## src/rtl/ram_loader.sv

```systemverilog
// ram_loader: boot-time image loader sitting in front of the NBBPU RAM.
// Takes a byte stream (count_lo, count_hi, N little-endian words, XOR checksum),
// assembles 16-bit words and writes them with single-cycle registered strobes.
// Reports busy/done/error to the boot logic. done and error are sticky until reset.
module ram_loader #(
   parameter int unsigned DEPTH        = 256,
   parameter logic [15:0] BASE_ADDRESS = 16'h0000,
   parameter int unsigned TIMEOUT      = 1000000
) (
   input  logic        clock,
   input  logic        reset,
   input  logic        rx_valid,
   input  logic [7:0]  rx_data,
   output logic        ram_select,
   output logic        ram_write_enable,
   output logic [15:0] ram_address,
   output logic [15:0] ram_write_data,
   output logic        busy,
   output logic        done,
   output logic        error,
   output logic [15:0] words_loaded
);

   localparam int unsigned TW = $clog2(TIMEOUT + 1);

   typedef enum logic [2:0] {
      CNT_LO,
      CNT_HI,
      DATA_LO,
      DATA_HI,
      CHECK,
      DONE,
      ERROR
   } state_t;

   // One RAM write request. It is driven for one cycle and is all-zero otherwise.
   typedef struct packed {
      logic        sel;
      logic        we;
      logic [15:0] addr;
      logic [15:0] data;
   } ram_wr_t;

   state_t        state_q, state_d;
   logic [15:0]   count_q, count_d;
   logic [7:0]    csum_q, csum_d;
   logic [7:0]    lo_q, lo_d;
   logic [TW-1:0] timer_q, timer_d;
   logic [15:0]   wl_q, wl_d;
   logic          busy_q, busy_d;
   logic          done_q, done_d;
   logic          error_q, error_d;
   ram_wr_t       wr_q, wr_d;

   logic [15:0]   hdr_count;
   logic          timeout_hit;

   assign hdr_count   = {rx_data, count_q[7:0]};
   assign timeout_hit = busy_q && !rx_valid && (timer_q == TW'(TIMEOUT - 1));

   // Next-state logic. Bytes are consumed only on rx_valid. The write request
   // defaults to zero, so every strobe lasts exactly one cycle.
   always_comb begin
      state_d = state_q;
      count_d = count_q;
      csum_d  = csum_q;
      lo_d    = lo_q;
      timer_d = timer_q;
      wl_d    = wl_q;
      busy_d  = busy_q;
      done_d  = done_q;
      error_d = error_q;
      wr_d    = '0;

      // The idle timer runs only while a transfer is open. It restarts on every byte.
      if (rx_valid) begin
         timer_d = '0;
      end else if (busy_q) begin
         timer_d = timer_q + 1'b1;
      end

      if (timeout_hit) begin
         state_d = ERROR;
         error_d = 1'b1;
         busy_d  = 1'b0;
      end

      if (rx_valid) begin
         case (state_q)
            CNT_LO: begin
               count_d[7:0] = rx_data;
               csum_d       = csum_q ^ rx_data;
               state_d      = CNT_HI;
            end
            CNT_HI: begin
               count_d[15:8] = rx_data;
               csum_d        = csum_q ^ rx_data;
               busy_d        = 1'b1;
               if ({1'b0, hdr_count} > 17'(DEPTH)) begin
                  state_d = ERROR;
                  error_d = 1'b1;
                  busy_d  = 1'b0;
               end else if (hdr_count == 16'd0) begin
                  state_d = CHECK;
               end else begin
                  state_d = DATA_LO;
               end
            end
            DATA_LO: begin
               lo_d    = rx_data;
               csum_d  = csum_q ^ rx_data;
               state_d = DATA_HI;
            end
            DATA_HI: begin
               csum_d      = csum_q ^ rx_data;
               wr_d.sel    = 1'b1;
               wr_d.we     = 1'b1;
               wr_d.addr   = BASE_ADDRESS + wl_q;
               wr_d.data   = {rx_data, lo_q};
               wl_d        = wl_q + 16'd1;
               state_d     = ((wl_q + 16'd1) == count_q) ? CHECK : DATA_LO;
            end
            CHECK: begin
               busy_d = 1'b0;
               if (rx_data == csum_q) begin
                  state_d = DONE;
                  done_d  = 1'b1;
               end else begin
                  state_d = ERROR;
                  error_d = 1'b1;
               end
            end
            default: ;  // DONE / ERROR: terminal, bytes ignored
         endcase
      end
   end

   // State and registered outputs. Reset aborts any transfer at once.
   always_ff @(posedge clock) begin
      if (reset) begin
         state_q <= CNT_LO;
         count_q <= '0;
         csum_q  <= '0;
         lo_q    <= '0;
         timer_q <= '0;
         wl_q    <= '0;
         busy_q  <= 1'b0;
         done_q  <= 1'b0;
         error_q <= 1'b0;
         wr_q    <= '0;
      end else begin
         state_q <= state_d;
         count_q <= count_d;
         csum_q  <= csum_d;
         lo_q    <= lo_d;
         timer_q <= timer_d;
         wl_q    <= wl_d;
         busy_q  <= busy_d;
         done_q  <= done_d;
         error_q <= error_d;
         wr_q    <= wr_d;
      end
   end

   assign ram_select       = wr_q.sel;
   assign ram_write_enable = wr_q.we;
   assign ram_address      = wr_q.addr;
   assign ram_write_data   = wr_q.data;
   assign busy             = busy_q;
   assign done             = done_q;
   assign error            = error_q;
   assign words_loaded     = wl_q;

endmodule

```

## config.mk

```make
export PLATFORM = sky130hd
export DESIGN_NAME = ram_loader
export DESIGN_NICKNAME = d
export VERILOG_FILES = /design/src/rtl/ram_loader.sv
export SDC_FILE = /design/constraint.sdc
export NUM_CORES = 1
export LEC_CHECK = 0
export CAP_MARGIN = 20
export CORE_MARGIN = 5
export CORE_UTILIZATION = 41
export CTS_BUF_LIST = sky130_fd_sc_hd__clkbuf_4 sky130_fd_sc_hd__clkbuf_8
export DETAILED_ROUTE_END_ITERATION = 10
export HOLD_SLACK_MARGIN = 0.03
export PLACE_DENSITY = 0.73
export SLEW_MARGIN = 15
export SYNTH_ARGS = -nofsm -noshare
export SYNTH_HDL_FRONTEND = slang
export SYNTH_SLANG_ARGS = --single-unit
```

## constraint.sdc

```tcl
create_clock -name clock -period 3.02 [get_ports clock]
set_clock_uncertainty 0.05 [all_clocks]
set_input_delay 0.604 -clock clock [delete_from_list [all_inputs] [get_ports clock]]
set_output_delay 0.604 -clock clock [all_outputs]
set_load 0.005 [all_outputs]
```

Word level (Yosys, flattened, before mapping). Index checks and enable logic that the tools add are counted.

Register bits: 108. Latch bits: 0. Bits in writable memories: 0. Memory bits (read-only): 0. Input port bits: 11. Output and inout port bits: 53. Logic and storage cells: 59. Memories kept: 0.

Add/sub/neg operators: 2. Multipliers: 0. Div/mod/pow operators: 0. Magnitude comparators: 1. Eq/ne operators: 7. Shifts and indexed selects: 0. Multiplexer cells: 17. Bitwise gates (word level): 3. Reduce and logical (&&, ||, !) cells: 15.

Operators with widths (number): 34-bit two-way mux (1); 20-bit by 1-bit adder with 20-bit output (second input constant) (1); 20-bit equality test (second input constant) (1); 16-bit by 1-bit adder with 16-bit output (second input constant) (1); 16-bit equality test (1); 16-bit by 9-bit greater-than comparator with 1-bit output (second input constant) (1); 16-bit logical NOT (1); 3-bit two-way mux (5); 3-bit case mux with 5 select lines (1); 2-bit AND reduction (5); 8-bit equality test (1); 8-bit XOR (1); 1-bit two-way mux (7); 3-bit by 2-bit equality test with 1-bit output (second input constant) (2); 1-bit case mux with 2 select lines (2); 2-bit OR reduction (2); 4-bit OR reduction (1); 3-bit by 1-bit equality test with 1-bit output (second input constant) (1); 3-bit equality test (second input constant) (1); 3-bit logical NOT (1); 3-bit AND reduction (1); 3-bit OR reduction (1); 1-bit logical AND (2); 2-bit two-way mux (1); other kinds (2) (3).

Logic depth before layout (Yosys ltp).
Word-level depth: 7. Mapped depth: 8. Mapped depth without buffers: 7.

Least setup slack after synthesis. Ideal clock, no wire load.

Path kind: reg2reg. Start: register wl_q[0], in the netlist words_loaded[0]. End: register state_q[1]. Library setup time: 0.134 ns. Arrival: 1.867 ns. Data required time: 2.836 ns. Slack: 0.969 ns. Cell stages (with the launch flop): 8. Path buffers: 0. Period minus slack after synthesis: 2.051 ns. Cells stage by stage: dfxtp_1 ha_1 nand3_4 nor4_1 xnor2_1 o211ai_1 a2111oi_4 a31oi_1.

Word-level cells in the longest chain between the ends: 5.

Ends and longest elaborated chain: from (decl) (line 49) `logic [15:0] wl_q, wl_d;`; from (signal assigned) (line 157) `wl_q <= wl_d;`; 16-bit by 1-bit adder with 16-bit output (line 121) `state_d = ((wl_q + 16'd1) == count_q) ? CHECK : DATA_LO;`; 16-bit equality test (line 121); 3-bit two-way mux (line 121); 3-bit case mux with 5 select lines (line 89) `case (state_q)`; 3-bit two-way mux (line 88) `if (rx_valid) begin`; to (signal assigned) (line 152) `state_q <= state_d;`; to (decl) (line 44) `state_t state_q, state_d;`.

Every way passes these cells. A chain may end at the register's enable or synchronous reset.

Final worst setup path.
Start: register wl_q[3], in the netlist words_loaded[3]. End: register state_q[1].

The elaborated chain is that of the path after synthesis.

==> impl_results.md <==
* Critical-path cell list: nand4_1, nor4_2, xnor2_1, nor2_1, a311oi_1, a31oi_1
* Initial antenna violation count at 0
* RSZ-0062 raised after global routing: false
* Placer Congestion at 0.861
* Die height at 115 um
* Total wire length at 9.87 mm
* FMAX at 406 MHz
* Area Growth Syn to Fin at 21.0%
* Cell-internal power at 1.87 mW
* Yosys warns at 0
* Placed Area at 5310 um^2
* Critical R2R Launch: words_loaded[3]$_SDFFE_PP0P_
* Pleak at 1.91 nW
* Die Wd at 115 um
* DP Wirelength at 7.23 mm
* Setup Viol. Count Final at 0
* Skew-Pair Late Insertion Delay at 0.37 ns
* Clk slew on worst S/H paths at 0.12 ns
* Fraction of layout cells with a size suffix above 1 at 6.76%
* Most common cell after layout, fill and taps aside: dfxtp_1
* DRT Pass-1 Iters at 4
* Hold Vio Cnt, Final at 0
* Post-CTS resize count at 0
* CP top delay family: simple AND/OR/NAND/NOR gates
* Worst setup path end: state_q[1]$_SDFF_PP0_
* Total grt overflow at 0
* Clock buffer depth at 2
* Post-synth ARST share at 0%
* Worst Tran Pin Value at 0.547 ns
* Worst-path fanout max at 9
* Gr usage total at 15.5%
* Core area at 10900 um^2
* Die ar. at 13300 um^2
* Sink Count at 107
* CP startpoint kind: register
* Non-Filler Cell Area, Final at 5520 um^2
* Top_reg_cell synth: dfxtp_1
* Setup CP Type: reg -> reg
* Avg Cell Area, Syn at 8.84 um^2
* Reg2reg path depth at 6
* Hold-fix buffers, CTS at 0
* Max H-tree Level at 3
* Sum Neg Setup Slack at 0 ns
* Num rows at 38
* Class of the worst hold path: reg -> reg
* Number of global-route vias before repair at 3512
* CP required at 3.21 ns
* Via Count at 3640
* Post-synth EDFFs at 0
* Pins Over Slew Limit at 0
* TritonCTS clock tree: built
* Fin crit share at 81.5%
* Syn Nets at 529
* Starting density of the core at 41.9%
* Status: completed
* Arrival time worst endpoint at 2.65 ns
* Number of antenna diodes at 0
* CTS root buffer: clkbuf_8
* Synthesized flop and latch total at 107
* Avg WL per Cell at 13.8 um
* Logic pwr share at 7.8%
* PortBufs at 63
* Via density at 5.08
* Tot Pwr at 2.58 mW
* Setup bufs post-CTS at 0
* FF-to-FF setup slack at 0.56 ns
* Sw Ratio at 27.3%
* Max Cap Viol at 0
* Largest net degree at the start of global routing at 42
* Min cycle time layout at 2.46 ns
* Commonest cells after routing, fill and taps aside: dfxtp_1, nand2_1, nor2_1, clkdlybuf4s50_1, xnor2_1
* Fillers at 1032
* I/O pins at 64
* Worst Setup End Kind: register
* Flop pwr share at 57.2%
* Net Switching at 0.704 mW
* CP startpoint: words_loaded[3]$_SDFFE_PP0P_
* Worst path bufs/invs at 0
* Fin nets at 585
* Fin util at 50.7%
* Slowest-stage cell, CP: dfxtp_1
* Cts bufs inserted at 9
* First-pass GRT wire length at 16.7 mm
* Levels on crit path at 6
* Crit Reg-Reg Endpoint: state_q[1]$_SDFF_PP0_
* Register area share after synthesis at 47.0%
* Antenna-violating nets left at 0
* Unique masters post-synth at 55
* # DRC at 0
* Worst vdd ir at 0.302 mV
* Clock share of power at 35.0%
* Relative slew slack at 63.5%
* Synth Cell Area at 4560 um^2
* Mapped Cells at 516
* Slowest Stage Delay on Critical Path at 0.59 ns
* Initial drt markers at 209
* PwrDens at 467 nW/um^2
-- stage by stage --
step,std cells,hold WS [ns],setup WS [ns]
global route,717,0.439,0.420
global placement,701,0.389,0.588
floorplan,516,0.379,0.969
detailed placement,701,0.395,0.513
finish,717,0.413,0.558
CTS,717,0.416,0.549
-- state kept, by name (all words and copies together) (netlist names) --
signal and count:
error 1, busy 1, timer_q 20, words_loaded 16, done 1, csum_q 8
ram_address 16, ram_select 1, lo_q 8, state_q 3, ram_write_data 16, count_q 16
-- final cells by class --
type                            instances  area [um^2]  share of cell area (%)
Sequential cell                       107         2140                    38.8
Timing Repair Buffer                   69          671                    12.2
Clock buffer                            9          124                    2.24
Clock inverter                          7         88.8                    1.61
Tap cell                              140          175                    3.17
Inverter                                5         18.8                   0.340
Multi-Input combinational cell        380         2300                    41.7
-- per-layer routing --
| metal | share of wire (%) | GRT usage [%] | wire (um) | vias to the layer above |
|---|---|---|---|---|
| met5 | 0 | 0 | 0 | - |
| met4 | 1.5 | 4.46 | 148 | 0 |
| met3 | 4.4 | 3.29 | 439 | 15 |
| met2 | 49 | 27.1 | 4850 | 79 |
| met1 | 45 | 19.2 | 4430 | 1708 |
| li1 | - | - | - | 1838 |
-- cell families (layout without fill, tap and decap cells) --
kind of cell | after synthesis | in the layout | synth area share [%]
AO/OA/AOI/OAI | 52 | 52 | 7.38
XOR/XNOR | 66 | 66 | 12.8
adder cells (fa/ha/maj) | 2 | 2 | 0.549
buffers and inverters | 29 | 90 | 2.63
flip-flops | 107 | 107 | 47.0
multiplexers | 11 | 11 | 2.41
AND/OR/NAND/NOR | 249 | 249 | 27.2
-- synthesized netlist by cell type, drive strengths merged, types with 2 or more instances --
cell / instances / area share (%)
or2: 3 / 0.47
nor2b: 5 / 0.69
nand2b: 4 / 0.55
buf: 8 / 0.91
o211ai: 2 / 0.33
nand3: 14 / 1.9
nand4: 15 / 2.2
ha: 2 / 0.55
nor2: 69 / 5.7
or3: 3 / 0.47
o221ai: 2 / 0.38
clkbuf: 16 / 1.3
and2: 33 / 4.6
mux2i: 11 / 2.4
xor2: 31 / 6.0
o22ai: 3 / 0.41
o21ai: 8 / 0.88
and3: 4 / 0.55
nand2: 71 / 5.8
nor4: 9 / 1.4
a21oi: 22 / 2.4
xnor2: 35 / 6.9
inv: 5 / 0.41
nor3b: 2 / 0.33
nor3: 9 / 0.99
a31oi: 5 / 0.69
and4: 2 / 0.38
dfxtp: 107 / 47
-- power by group through the flow --
stage	combinational [mW]	sequential (mW)	clock, mW
2_1_floorplan	0.144	1.50	0
3_3_place_gp	0.195	1.50	0
3_5_place_dp	0.201	1.50	0
4_1_cts	0.202	1.47	0.935
5_1_grt	0.226	1.48	0.992
6_report	0.201	1.47	0.903
-- how the worst min path moves through the flow --
stage	start	to	slack (ns)	cells after the start
2_1_floorplan	lo_q[0]$_SDFFE_PP0P_	ram_write_data[0]$_SDFF_PP0_	0.38	1
3_3_place_gp	lo_q[2]$_SDFFE_PP0P_	ram_write_data[2]$_SDFF_PP0_	0.39	1
3_5_place_dp	lo_q[3]$_SDFFE_PP0P_	ram_write_data[3]$_SDFF_PP0_	0.40	1
4_1_cts	lo_q[2]$_SDFFE_PP0P_	ram_write_data[2]$_SDFF_PP0_	0.42	1
5_1_grt	lo_q[3]$_SDFFE_PP0P_	ram_write_data[3]$_SDFF_PP0_	0.44	1
6_report	lo_q[4]$_SDFFE_PP0P_	ram_write_data[4]$_SDFF_PP0_	0.41	1
No activity file was read; power rests on OpenSTA's default activity.
